==> src/rtl/gerador_sync_vga_pkg.sv <==
// -----------------------------------------------------------------------------
// gerador_sync_vga_pkg
//   Shared raster timing constants for the VGA sync generator: default
//   640x480@60 horizontal/vertical timing, sync polarity constants and a
//   helper that derives the total line/frame length from its four segments.
//   No ports (package).
// -----------------------------------------------------------------------------
package gerador_sync_vga_pkg;

    // Default 640x480@60 timing (25.175 MHz pixel rate)
    localparam int VGA_WIDTH    = 10;
    localparam int VGA_H_ACTIVE = 640;
    localparam int VGA_H_FP     = 16;
    localparam int VGA_H_SYNC   = 96;
    localparam int VGA_H_BP     = 48;
    localparam int VGA_V_ACTIVE = 480;
    localparam int VGA_V_FP     = 10;
    localparam int VGA_V_SYNC   = 2;
    localparam int VGA_V_BP     = 33;

    // Asserted level of hsync/vsync
    localparam logic SYNC_ACTIVE_LOW  = 1'b0;
    localparam logic SYNC_ACTIVE_HIGH = 1'b1;

    // Total length of a line or frame made of active + porches + sync.
    function automatic int total_len(int active, int fp, int sync, int bp);
        return active + fp + sync + bp;
    endfunction

    localparam int VGA_H_TOTAL = total_len(VGA_H_ACTIVE, VGA_H_FP, VGA_H_SYNC, VGA_H_BP);
    localparam int VGA_V_TOTAL = total_len(VGA_V_ACTIVE, VGA_V_FP, VGA_V_SYNC, VGA_V_BP);

endpackage

==> src/rtl/gerador_sync_vga_comparador.sv <==
// -----------------------------------------------------------------------------
// comparador_menor_const
//   Combinational test a < LIMITE against a constant, built as an MSB-first
//   equal/less cascade so each window edge costs only a small gate chain.
//   Ports:
//     a      in   WIDTH  value under test
//     menor  out  1      1 iff a < LIMITE
// -----------------------------------------------------------------------------
module comparador_menor_const
    import gerador_sync_vga_pkg::*;
#(
    parameter int WIDTH  = VGA_WIDTH,
    parameter int LIMITE = 0
) (
    input  logic [WIDTH-1:0] a,
    output logic             menor
);

    generate
        if (LIMITE <= 0) begin : g_never
            // Nothing unsigned is below zero
            logic unused_a;
            assign unused_a = ^a;
            assign menor    = 1'b0;
        end else if ((LIMITE >> WIDTH) != 0) begin : g_always
            // Limit beyond the representable range: every value is below it
            logic unused_a;
            assign unused_a = ^a;
            assign menor    = 1'b1;
        end else begin : g_cascade
            localparam logic [WIDTH-1:0] LIM = WIDTH'(LIMITE);

            // eq[i+1]: bits above i all equal the limit; lt[i]: a already
            // decided smaller at or above bit i.
            logic [WIDTH:1] eq;
            logic [WIDTH:0] lt;

            assign eq[WIDTH] = 1'b1;
            assign lt[WIDTH] = 1'b0;

            for (genvar i = WIDTH - 1; i >= 0; i--) begin : g_bit
                assign lt[i] = lt[i+1] | (eq[i+1] & ~a[i] & LIM[i]);
                if (i > 0) begin : g_eq
                    assign eq[i] = eq[i+1] & (a[i] == LIM[i]);
                end
            end

            assign menor = lt[0];
        end
    endgenerate

endmodule

==> src/rtl/gerador_sync_vga.sv <==
// -----------------------------------------------------------------------------
// gerador_sync_vga
//   Parametrised raster timing generator. Horizontal/vertical pixel counters
//   advance on pix_en; hsync, vsync, video_on and line/frame strobes are
//   registered from the next counter values so they line up with x,y.
//   Ports:
//     clk          in   1      system clock
//     rst_n        in   1      synchronous reset, active-low
//     pix_en       in   1      pixel-rate enable
//     x            out  WIDTH  current column, 0..H_TOTAL-1
//     y            out  WIDTH  current line, 0..V_TOTAL-1
//     hsync        out  1      horizontal sync, SYNC_POL level inside window
//     vsync        out  1      vertical sync, SYNC_POL level inside window
//     video_on     out  1      1 iff x<H_ACTIVE and y<V_ACTIVE
//     line_start   out  1      one-clk pulse when x becomes 0
//     frame_start  out  1      one-clk pulse when (x,y) becomes (0,0)
// -----------------------------------------------------------------------------
module gerador_sync_vga
    import gerador_sync_vga_pkg::*;
#(
    parameter int   WIDTH    = VGA_WIDTH,
    parameter int   H_ACTIVE = VGA_H_ACTIVE,
    parameter int   H_FP     = VGA_H_FP,
    parameter int   H_SYNC   = VGA_H_SYNC,
    parameter int   H_BP     = VGA_H_BP,
    parameter int   V_ACTIVE = VGA_V_ACTIVE,
    parameter int   V_FP     = VGA_V_FP,
    parameter int   V_SYNC   = VGA_V_SYNC,
    parameter int   V_BP     = VGA_V_BP,
    parameter logic SYNC_POL = SYNC_ACTIVE_LOW
) (
    input  logic             clk,
    input  logic             rst_n,
    input  logic             pix_en,
    output logic [WIDTH-1:0] x,
    output logic [WIDTH-1:0] y,
    output logic             hsync,
    output logic             vsync,
    output logic             video_on,
    output logic             line_start,
    output logic             frame_start
);

    localparam int H_TOTAL      = total_len(H_ACTIVE, H_FP, H_SYNC, H_BP);
    localparam int V_TOTAL      = total_len(V_ACTIVE, V_FP, V_SYNC, V_BP);
    localparam int H_SYNC_START = H_ACTIVE + H_FP;
    localparam int H_SYNC_END   = H_SYNC_START + H_SYNC;
    localparam int V_SYNC_START = V_ACTIVE + V_FP;
    localparam int V_SYNC_END   = V_SYNC_START + V_SYNC;

    localparam logic [WIDTH-1:0] X_MAX = WIDTH'(H_TOTAL - 1);
    localparam logic [WIDTH-1:0] Y_MAX = WIDTH'(V_TOTAL - 1);
    localparam logic [WIDTH-1:0] ONE   = WIDTH'(1);

    generate
        if ((H_TOTAL - 1) > ((2 ** WIDTH) - 1)) begin : g_h_overflow
            $error("gerador_sync_vga: H_TOTAL-1 does not fit in WIDTH bits");
        end
        if ((V_TOTAL - 1) > ((2 ** WIDTH) - 1)) begin : g_v_overflow
            $error("gerador_sync_vga: V_TOTAL-1 does not fit in WIDTH bits");
        end
    endgenerate

    logic [WIDTH-1:0] x_nxt;
    logic [WIDTH-1:0] y_nxt;
    logic             x_wrap;
    logic             y_wrap;

    assign x_wrap = (x == X_MAX);
    assign y_wrap = (y == Y_MAX);

    // Next counter values; outputs are decoded from these so they are
    // registered in step with x and y.
    always_comb begin
        x_nxt = x;
        y_nxt = y;
        if (pix_en) begin
            if (x_wrap) begin
                x_nxt = '0;
                y_nxt = y_wrap ? '0 : y + ONE;
            end else begin
                x_nxt = x + ONE;
            end
        end
    end

    logic x_lt_active, x_lt_sync_start, x_lt_sync_end;
    logic y_lt_active, y_lt_sync_start, y_lt_sync_end;

    comparador_menor_const #(.WIDTH(WIDTH), .LIMITE(H_ACTIVE))
        u_x_active     (.a(x_nxt), .menor(x_lt_active));
    comparador_menor_const #(.WIDTH(WIDTH), .LIMITE(H_SYNC_START))
        u_x_sync_start (.a(x_nxt), .menor(x_lt_sync_start));
    comparador_menor_const #(.WIDTH(WIDTH), .LIMITE(H_SYNC_END))
        u_x_sync_end   (.a(x_nxt), .menor(x_lt_sync_end));
    comparador_menor_const #(.WIDTH(WIDTH), .LIMITE(V_ACTIVE))
        u_y_active     (.a(y_nxt), .menor(y_lt_active));
    comparador_menor_const #(.WIDTH(WIDTH), .LIMITE(V_SYNC_START))
        u_y_sync_start (.a(y_nxt), .menor(y_lt_sync_start));
    comparador_menor_const #(.WIDTH(WIDTH), .LIMITE(V_SYNC_END))
        u_y_sync_end   (.a(y_nxt), .menor(y_lt_sync_end));

    logic h_in_sync;
    logic v_in_sync;

    assign h_in_sync = !x_lt_sync_start && x_lt_sync_end;
    assign v_in_sync = !y_lt_sync_start && y_lt_sync_end;

    // Reset parks the counters on the last pixel so the first pix_en wraps
    // to (0,0) and raises frame_start.
    always_ff @(posedge clk) begin
        if (!rst_n) begin
            x           <= X_MAX;
            y           <= Y_MAX;
            hsync       <= ~SYNC_POL;
            vsync       <= ~SYNC_POL;
            video_on    <= 1'b0;
            line_start  <= 1'b0;
            frame_start <= 1'b0;
        end else begin
            x           <= x_nxt;
            y           <= y_nxt;
            hsync       <= h_in_sync ? SYNC_POL : ~SYNC_POL;
            vsync       <= v_in_sync ? SYNC_POL : ~SYNC_POL;
            video_on    <= x_lt_active && y_lt_active;
            line_start  <= pix_en && x_wrap;
            frame_start <= pix_en && x_wrap && y_wrap;
        end
    end

endmodule

==> config.mk <==
export PLATFORM = sky130hd
export DESIGN_NAME = gerador_sync_vga
export DESIGN_NICKNAME = d
export VERILOG_FILES = /design/src/rtl/gerador_sync_vga_pkg.sv /design/src/rtl/gerador_sync_vga_comparador.sv /design/src/rtl/gerador_sync_vga.sv
export SDC_FILE = /design/constraint.sdc
export NUM_CORES = 1
export LEC_CHECK = 0
export ABC_AREA = 1
export BUFFER_PORTS_ARGS = -buffer_cell sky130_fd_sc_hd__buf_2
export CAP_MARGIN = 10
export CORE_ASPECT_RATIO = 0.6
export CORE_MARGIN = 2
export CORE_UTILIZATION = 40
export DETAILED_ROUTE_END_ITERATION = 16
export PLACE_DENSITY_LB_ADDON = 0.1
export SYNTH_ARGS = -nofsm -noshare
export SYNTH_HDL_FRONTEND = slang
export SYNTH_SLANG_ARGS = --single-unit
==> constraint.sdc <==
create_clock -name clk -period 3.2 [get_ports clk]
set_input_delay 0.32 -clock clk [delete_from_list [all_inputs] [get_ports clk]]
set_output_delay 0.32 -clock clk [all_outputs]
set_load 0.02 [all_outputs]
Word-level counts from Yosys, hierarchy flattened --
Index checks and enable logic that the tools add are counted.
Storage, ports and cells: output and inout port bits 25, bits of input ports 3, word-level logic and storage cells 77, register bits after elaboration 25
Operators by class: equal/unequal tests 2, reductions and logical operators 8, bitwise operators 49, $add $sub $neg 2, mux-type cells 7
Operators with widths (count):
- $mux W10 | 5
- $and A1 B1 Y1 | 23
- $add A10 B1 Y10 const B | 2
- $eq A10 B10 Y1 const B | 2
- $not A1 Y1 | 15
- $or A1 B1 Y1 | 11
- $logic_and A1 B1 Y1 | 5
- $logic_not A1 Y1 | 2
- $mux W1 | 2
- $reduce_and A2 Y1 | 1

Longest topological paths before layout --
Gate-level depths: netlist of run 1.
word-level depth 17, depth in mapped cells 12, mapped depth without buffers 11

By module --
Synthesis of run 1 repeated with hierarchy kept, for this count alone.
Unflattened totals: cell total of the unflattened synthesis 232, area total of the unflattened synthesis 1480.2 sq um
By module, submodules not included:
- gerador_sync_vga | cells each 201, area each 1357.6 sq um, times used 1
- comparador_menor_const at u_y_sync_start | cells each 7, area each 28.8 sq um, times used 1
- comparador_menor_const at u_y_sync_end | cells each 7, area each 27.5 sq um, times used 1
- comparador_menor_const at u_x_sync_start | cells each 7, area each 26.3 sq um, times used 1
- comparador_menor_const at u_x_sync_end | cells each 5, area each 20.0 sq um, times used 1
- comparador_menor_const at u_y_active | cells each 4, area each 15.0 sq um, times used 1
- comparador_menor_const at u_x_active | cells each 1, area each 5.0 sq um, times used 1

Least setup slack after synthesis of run 1 --
Ideal clock, no wire load.
path type register -> register, start register x[1], end register vsync, period minus slack after synthesis 1.705 ns, stages on the path, launching flop included 10, arrival time 1.583 ns, setup slack 1.495 ns, path through dfxtp_1 > ha_1 > nand4_2 > nor2_4 > buf_6 > nand4_1 > nand2_1 > nand3_2 > nor2_2 > nand3_1
Between the ends: longest elaborated chain between the ends 16, elaborated cells between the ends (all ways) 34, those cells by class eq/ne (1); mux (3); bitwise (28); reduce/logical (2)
RTL lines:
- from (decl) | line gerador_sync_vga.sv:35 | output logic [WIDTH-1:0] x,
- from (signal assigned) | line gerador_sync_vga.sv:121 | x <= x_nxt;
- $eq A10 B10 Y1 * | line gerador_sync_vga.sv:69 | assign x_wrap = (x == X_MAX);
- $mux W10 * | line gerador_sync_vga.sv:78 | if (x_wrap) begin
- $mux W10 * | line gerador_sync_vga.sv:77 | if (pix_en) begin
- $not A1 Y1 | line gerador_sync_vga_comparador.sv:44 | assign eq[i] = eq[i+1] & (a[i] == LIM[i]);
- $and A1 B1 Y1 (4 in series) | line gerador_sync_vga_comparador.sv:44
- $and A1 B1 Y1
- $and A1 B1 Y1 | line gerador_sync_vga_comparador.sv:44
- $and A1 B1 Y1 | line gerador_sync_vga_comparador.sv:42, gerador_sync_vga_comparador.sv:44
- $and A1 B1 Y1 | line gerador_sync_vga_comparador.sv:42 | assign lt[i] = lt[i+1] | (eq[i+1] & ~a[i] & LIM[i]);
- $or A1 B1 Y1 | line gerador_sync_vga_comparador.sv:42
- $logic_not A1 Y1 | line gerador_sync_vga.sv:107 | assign v_in_sync = !y_lt_sync_start && y_lt_sync_end;
- $logic_and A1 B1 Y1 * | line gerador_sync_vga.sv:107
- $mux W1 * | line gerador_sync_vga.sv:124 | vsync <= v_in_sync ? SYNC_POL : ~SYNC_POL;
- to (signal assigned) | line gerador_sync_vga.sv:116 | vsync <= ~SYNC_POL;
- to (signal assigned) | line gerador_sync_vga.sv:124
- to (decl) | line gerador_sync_vga.sv:38 | output logic vsync,
Mark *: on every way between the ends. The rest lies on a longest branch, timed or not. A chain may end at the register's enable or synchronous reset.

Final worst setup path of run 1 --
Ends and elaborated chain as after synthesis.

==> results_dict.tcl, run 1 <==
set metrics [dict create \
    outcome "complete, no violations" \
    synth.top_cells.by_area "sky130_fd_sc_hd__dfxtp_1, sky130_fd_sc_hd__nand2_1, sky130_fd_sc_hd__inv_1, sky130_fd_sc_hd__nor2_1, sky130_fd_sc_hd__nand3_1" \
    hold-path-endpoint "x[0]$_SDFFE_PN1P_" \
    worst_setup_hold_path_clk_slew_ns 0.10 \
    most-common-layout-cells "sky130_fd_sc_hd__nand2_1, sky130_fd_sc_hd__inv_1, sky130_fd_sc_hd__nor2_1" \
    remaining_drc_errors 0 \
    netlist_area_um2 1440 \
    drt-vias-per-instance 4.83 \
    placement_rows 16 \
    nFillCells 355 \
    antenna_found_initial 0 \
    tritoncts "yes" \
    min_from "rst_n" \
    min_path_cells 2 \
    finalSetupViolCount 0 \
    initial_core_util_pct 43.0 \
    leading_cell_type_in_the_layout_fill_and_taps_excluded "sky130_fd_sc_hd__nand2_1" \
    die-area_um2 4110 \
    overall_fraction_of_global_route_tracks_in_use_pct 19.8 \
    totalWireLength_um 3610 \
    timing.clock.skew_ns 0.00157 \
    via_count 1420 \
    synth-seq-area-share_pct 34.8 \
    criticalPathCategory "reg -> reg" \
    synthesis.yosys.warnings 0 \
    setup_tns_ns 0 \
    achievable_clock_frequency_mhz 507 \
    netlist.top_cell.by_area "sky130_fd_sc_hd__dfxtp_1" \
    cts_setup_buffers 0 \
    required_time_at_the_endpoint_of_the_critical_path_ns 3.37 \
    grt_start_max_net_pins 17 \
    yosys.area.top_type_share_pct 34.8 \
    crit_arrival_ns 2.14 \
    htree_num_levels 1 \
    synthToLayoutAreaGrowth_pct 13.5 \
    ff2ff_setup_slack_ns 1.23 \
    critPathMaxFanout 16 \
    n_antenna_cell 0 \
    cts_inserted_buffers 3 \
    combinational_family_with_the_most_area_after_synthesis "simple AND/OR/NAND/NOR gates" \
    library_cell_used_as_clock_root_buffer "sky130_fd_sc_hd__clkbuf_8" \
    relSlewSlack_pct 70.6 \
    fin_crit_sh_pct 61.6 \
    core_area_um2 3340 \
    post_synth_fa_ha_maj_area_fraction_pct 2.61 \
    start_kind "flip-flop" \
    grt_remaining_overflow 0 \
    antenna_violating_nets_post_route 0 \
    first_pass_grt_wire_length_um 6080 \
    clock_insertion_delay_worst_skew_ns 0.28 \
    static-leakage-power_nw 0.869 \
    timing.max_cap.violations 0 \
    r2r-start "x[1]$_SDFFE_PN1P_" \
    final_non_filler_cell_area_um2 1630 \
    grt_pass1_vias 1218 \
    cts_repair_resize_count 0 \
    drtIter0Drc 178 \
    cts.hold.buffers_added 0 \
    die_h_um 50.4 \
    die_w_um 81.4 \
    critical_path.endpoint_type "flip-flop" \
    muxShareOfSynthArea_pct 0 \
    synth-xor-area-share_pct 2.44 \
    vdd_ir_drop_max_uv 298 \
    pin_count 28 \
    drt-wirelength-per-cell_um 12.3 \
    reg2reg_to "vsync$_SDFF_PN1_" \
    power_per_standard_cell_area_nw_per_um2 519 \
    maxSlewViolCount 0 \
    rr_worst_depth 10 \
    finalHoldViolations 0 \
    rsz0062_at_grt "no" \
    layout.nets 256 \
    final_period_minus_worst_setup_slack_ns 1.97 \
    drt_first_pass_iters 4 \
    tritoncts_num_sinks 25 \
    mappedNetlistNets 230 \
    detailed_place.area_um2 1590 \
    synth-compound-area-share_pct 4.18 \
    tightest_slew_ns 0.440 \
    drive_gt1_share_pct 16.5 \
    placement.io_buffers 27 \
    netlist-cell-type-count 26 \
    place.gp.congestion 0.918 \
    ctsLongestPathBuffers 2 \
    synthesis.area_per_instance_um2 6.42 \
    post_synthesis_cells 224 \
    fin_util_pct 48.8 \
    synth_simple_gate_area_share_pct 44.3 \
    postSynthRegisterBits 25 \
    hold_path_class "in -> reg" \
    hpwl_um 2710 \
]
## worst max-delay path by stage
stage	to	slack, ns	cells past startpoint	start
floorplan	vsync$_SDFF_PN1_	1.50	9	x[1]$_SDFFE_PN1P_
global placement	vsync$_SDFF_PN1_	1.26	10	x[1]$_SDFFE_PN1P_
detailed placement	vsync$_SDFF_PN1_	1.25	10	x[1]$_SDFFE_PN1P_
CTS	vsync$_SDFF_PN1_	1.23	10	x[1]$_SDFFE_PN1P_
global route	vsync$_SDFF_PN1_	1.03	10	x[1]$_SDFFE_PN1P_
finish	vsync$_SDFF_PN1_	1.23	10	x[1]$_SDFFE_PN1P_
## per-stage QoR
| stage | cells | worst slack [ns] | hold WS (ns) | power [mW] |
|---|---|---|---|---|
| 5_1_grt | 294 | 1.03 | 0.328 | 0.906 |
| 3_5_place_dp | 290 | 1.25 | 0.531 | 0.649 |
| 6_report | 294 | 1.23 | 0.331 | 0.848 |
| 2_1_floorplan | 224 | 1.50 | 0.496 | 0.586 |
| 3_3_place_gp | 290 | 1.26 | 0.529 | 0.651 |
| 4_1_cts | 294 | 1.23 | 0.335 | 0.847 |
## worst max-delay path, cell delays in order (launching register included)
cell and delay, ns:
sky130_fd_sc_hd__dfxtp_1 0.38, sky130_fd_sc_hd__ha_1 0.24, sky130_fd_sc_hd__nand4_2 0.15, sky130_fd_sc_hd__nor2_4 0.36, sky130_fd_sc_hd__nand2_2 0.20, sky130_fd_sc_hd__inv_1 0.14, sky130_fd_sc_hd__nand2_1 0.08, sky130_fd_sc_hd__nand2_1 0.07
sky130_fd_sc_hd__nand2_1 0.05, sky130_fd_sc_hd__nor2_1 0.12, sky130_fd_sc_hd__nand3_1 0.08
## per-layer routing
layer	routed length [um]	up-vias	track usage [%]	part of all wire, %
met3	250	2	4.86	6.9
met5	0	-	0	0
li1	-	752	-	-
met1	1990	622	33.0	55
met2	1340	44	24.2	37
met4	27	0	4.24	0.75
## area by class of cell
class / instances / area, um2 / area share [%]
Clock inverter: 1 / 5.00 / 0.307
Clock buffer: 3 / 41.3 / 2.53
Timing Repair Buffer: 27 / 135 / 8.28
Multi-Input combinational cell: 160 / 769 / 47.2
Sequential cell: 25 / 500 / 30.7
Inverter: 33 / 124 / 7.59
Tap cell: 45 / 56.3 / 3.45
## cell families after synthesis
| kind of cell | after synthesis |
|---|---|
| AND/OR/NAND/NOR | 142 |
| buffers and inverters | 39 |
| flip-flops | 25 |
| AO/OA/AOI/OAI | 11 |
| XOR/XNOR | 4 |
| adder cells (fa/ha/maj) | 3 |
## registers in the layout (all words and copies together) (netlist names)
signal and flops:
x 10, y 10, frame_start 1, hsync 1
line_start 1, video_on 1, vsync 1
## synth_stat cells
cell type and count:
sky130_fd_sc_hd__clkbuf_2 1, sky130_fd_sc_hd__nand2_1 65, sky130_fd_sc_hd__nand3_1 20, sky130_fd_sc_hd__dfxtp_1 25, sky130_fd_sc_hd__buf_6 2, sky130_fd_sc_hd__nor2_2 4, sky130_fd_sc_hd__nand3_2 2, sky130_fd_sc_hd__a22oi_1 1
sky130_fd_sc_hd__inv_1 32, sky130_fd_sc_hd__ha_1 3, sky130_fd_sc_hd__o21ai_0 4, sky130_fd_sc_hd__nand4_1 9, sky130_fd_sc_hd__nand3b_1 2, sky130_fd_sc_hd__clkinv_1 1, sky130_fd_sc_hd__a21oi_1 5, sky130_fd_sc_hd__xor2_1 3
sky130_fd_sc_hd__nor3_1 4, sky130_fd_sc_hd__clkbuf_1 1, sky130_fd_sc_hd__nand4_2 1, sky130_fd_sc_hd__xnor2_1 1, sky130_fd_sc_hd__nand2_2 2, sky130_fd_sc_hd__nor2_1 32, sky130_fd_sc_hd__clkbuf_4 1, sky130_fd_sc_hd__nor2_4 1
sky130_fd_sc_hd__o21bai_1 1, sky130_fd_sc_hd__buf_2 1
## power breakdown
part	switching, mW	internal [mW]	leakage [nW]
Combinational	0.187	0.0851	0.639
Clock	0.115	0.0875	0.0255
Sequential	0.0354	0.337	0.204
Total	0.338	0.510	0.869
No activity file was read; power rests on OpenSTA's default activity.
==> inputs of run 2 (changes only) <==
==> constraint.sdc (replaced) <==
create_clock -name clk -period 1.7 [get_ports clk]
set_input_delay 0.17 -clock clk [delete_from_list [all_inputs] [get_ports clk]]
set_output_delay 0.17 -clock clk [all_outputs]
set_load 0.02 [all_outputs]
==> run 2 against run 1 <==
- utilization rose by 9.3 points
- via count grew 9.5%
- cell count increased by 11%
- worst setup slack got worse by 1.1 ns
- non-clock buffer count increased by 31
- hold slack worse by 0.090 ns
- combinational power rose to 2.8 times the previous value
- wire length grew 11%
- global-route usage up 2.2 points
- clock skew is 0.0048 ns higher
- clock-buffer cell count did not move
- design area is 19% higher
- largest cell class unchanged
- largest power group is now combinational logic
- highest routed layer is now met3
==> results_dict.tcl, run 2 (synthesis results as in run 1) <==
set metrics [dict create \
    via_count 1555 \
    slowest_stage "sky130_fd_sc_hd__dfxtp_1" \
    hpwl_um 3150 \
    final_non_filler_cell_area_um2 1940 \
    required_time_at_the_endpoint_of_the_critical_path_ns 1.87 \
    clock_insertion_delay_worst_skew_ns 0.27 \
    wl_met1_um 2230 \
    cts_inserted_buffers 3 \
    library_cell_used_as_clock_root_buffer "sky130_fd_sc_hd__clkbuf_8" \
    overall_fraction_of_global_route_tracks_in_use_pct 22.0 \
    drt-vias-per-instance 4.78 \
    multi_input_area_um2 825 \
    synthToLayoutAreaGrowth_pct 35.2 \
    min_from "rst_n" \
    start_kind "flip-flop" \
    detailed_place.area_um2 1800 \
    worst_path_dominant_cell_family "simple AND/OR/NAND/NOR gates" \
    n_antenna_cell 0 \
    grt_start_max_net_pins 16 \
    nFillCells 332 \
    antenna_violating_nets_post_route 0 \
    first_pass_grt_wire_length_um 6800 \
    final_period_minus_worst_setup_slack_ns 1.59 \
    critPathMaxFanout 5 \
    most-common-layout-cells "sky130_fd_sc_hd__nand2_1, sky130_fd_sc_hd__inv_1, sky130_fd_sc_hd__nor2_1" \
    criticalPathCategory "reg -> reg" \
    regArea_um2 505 \
    die_w_um 81.4 \
    initial_core_util_pct 43.0 \
    critPathBufInv 1 \
    grt_remaining_overflow 0 \
    dr_wl_met2_um 1520 \
    outcome "complete, no violations" \
    static-leakage-power_nw 1.02 \
    drive_gt1_share_pct 30.0 \
    drt_first_pass_iters 4 \
    vdd_ir_drop_max_uv 482 \
    drt-wirelength-per-cell_um 12.3 \
    layout_top_registers "x (10), y (10)" \
    hold_path_class "in -> reg" \
    fin_crit_sh_pct 93.7 \
    worst_setup_hold_path_clk_slew_ns 0.10 \
    finalHoldViolations 0 \
    reg2reg_to "vsync$_SDFF_PN1_" \
    die_h_um 50.4 \
    placedCellCount 317 \
    maxSlewViolCount 0 \
    totalWireLength_um 3990 \
    finalSetupViolCount 0 \
    final-instance-count-excl-fill 325 \
    placement_rows 16 \
    rsz0062_at_grt "yes" \
    min_path_cells 3 \
    crit_path_cell_trace "buf_4 > nand3_1 > nor2_1 > nand4_1 > nand2_1 > nand3_2 > nor2_4 > nand3_1" \
    tightest_slew_ns 0.321 \
    tritoncts "yes" \
    cts.hold.buffers_added 0 \
    remaining_drc_errors 0 \
    placement.io_buffers 27 \
    rr_worst_depth 8 \
    core_area_um2 3340 \
    holdWs_ns 0.242 \
    timing.max_cap.violations 0 \
    critical_path_depth 8 \
    hold-path-endpoint "x[7]$_SDFF_PN0_" \
    dp_worst_setup_slack_ns 0.0130 \
    achievable_clock_frequency_mhz 628 \
    timing.clock.skew_ns 0.00634 \
    ff2ff_setup_slack_ns 0.11 \
    die-area_um2 4110 \
    leading_cell_type_in_the_layout_fill_and_taps_excluded "sky130_fd_sc_hd__nand2_1" \
    relSlewSlack_pct 78.5 \
    pin_count 28 \
    layout.nets 287 \
    critical_path.endpoint_type "flip-flop" \
    place.gp.congestion 0.937 \
    ctsLongestPathBuffers 2 \
    power_per_standard_cell_area_nw_per_um2 932 \
    antenna_found_initial 0 \
    met3_length_um 238 \
    crit_arrival_ns 1.76 \
    drtIter0Drc 159 \
    crit_path_frequent_cell "sky130_fd_sc_hd__nand3_1" \
    htree_num_levels 1 \
    tritoncts_num_sinks 25 \
    grt_pass1_vias 1385 \
    maxUsedRoutingLayer "met3" \
    slowest_delay_ns 0.37 \
    worst_slack_ns 0.107 \
    r2r-start "y[1]$_SDFF_PN0_" \
]
## run 2: cell types whose count changed in the layout (fill, tap and decap cells not counted), sizes merged
cell      delta
buf         +31
clkinv       -1
clkinvlp     +1
## run 2: layout make-up
cell class / count / share of cell area, %
Multi-Input combinational cell: 160 / 42.4
Sequential cell: 25 / 26.0
Timing Repair Buffer: 58 / 19.8
Inverter: 33 / 6.37
Tap cell: 45 / 2.90
Clock buffer: 3 / 2.12
Clock inverter: 1 / 0.386
## run 2: power breakdown
group / switching (mW) / internal, mW / leakage, nW / total (mW)
combinational: 0.435 / 0.325 / 0.797 / 0.760
clock: 0.201 / 0.166 / 0.0217 / 0.368
sequential: 0.0466 / 0.637 / 0.203 / 0.684
## run 2: through the flow
stage / power, mW / util (%) / TNS (ns)
4_1_cts: 1.75 / 55.4 / 0
3_5_place_dp: 1.38 / 53.9 / 0
5_1_grt: 1.94 / 58.1 / -0.0702
6_report: 1.81 / 58.1 / 0
3_3_place_gp: 1.38 / 53.9 / 0
2_1_floorplan: 1.10 / - / 0
## run 2: worst max-delay path by stage
| stage | slack [ns] | startpoint | to |
|---|---|---|---|
| 4_1_cts | 0.003 | x[1]$_SDFFE_PN1P_ | vsync$_SDFF_PN1_ |
| 2_1_floorplan | 0.004 | x[0]$_SDFFE_PN1P_ | vsync$_SDFF_PN1_ |
| 6_report | 0.11 | y[1]$_SDFF_PN0_ | vsync$_SDFF_PN1_ |
| 3_3_place_gp | 0.04 | x[1]$_SDFFE_PN1P_ | hsync$_SDFF_PN1_ |
| 3_5_place_dp | 0.01 | x[1]$_SDFFE_PN1P_ | hsync$_SDFF_PN1_ |
| 5_1_grt | -0.05 | y[0]$_SDFFE_PN0P_ | vsync$_SDFF_PN1_ |
## run 2: layer usage
metal | vias up | global-route usage (%)
li1 | 811 | -
met1 | 696 | 36.7
met2 | 48 | 28.3
met3 | 0 | 4.86
met4 | 0 | 2.54
met5 | - | 0
## run 2: timing repair
item	in CTS	in global routing
gates resized for setup	1	15
pin swaps	0	4
buffers inserted	0	4
endpoints found under the setup margin	1	8
## run 2: tightest hold or removal path: stages
cell and delay, ns:
sky130_fd_sc_hd__buf_2 0.09, sky130_fd_sc_hd__inv_1 0.09, sky130_fd_sc_hd__nor2_2 0.13
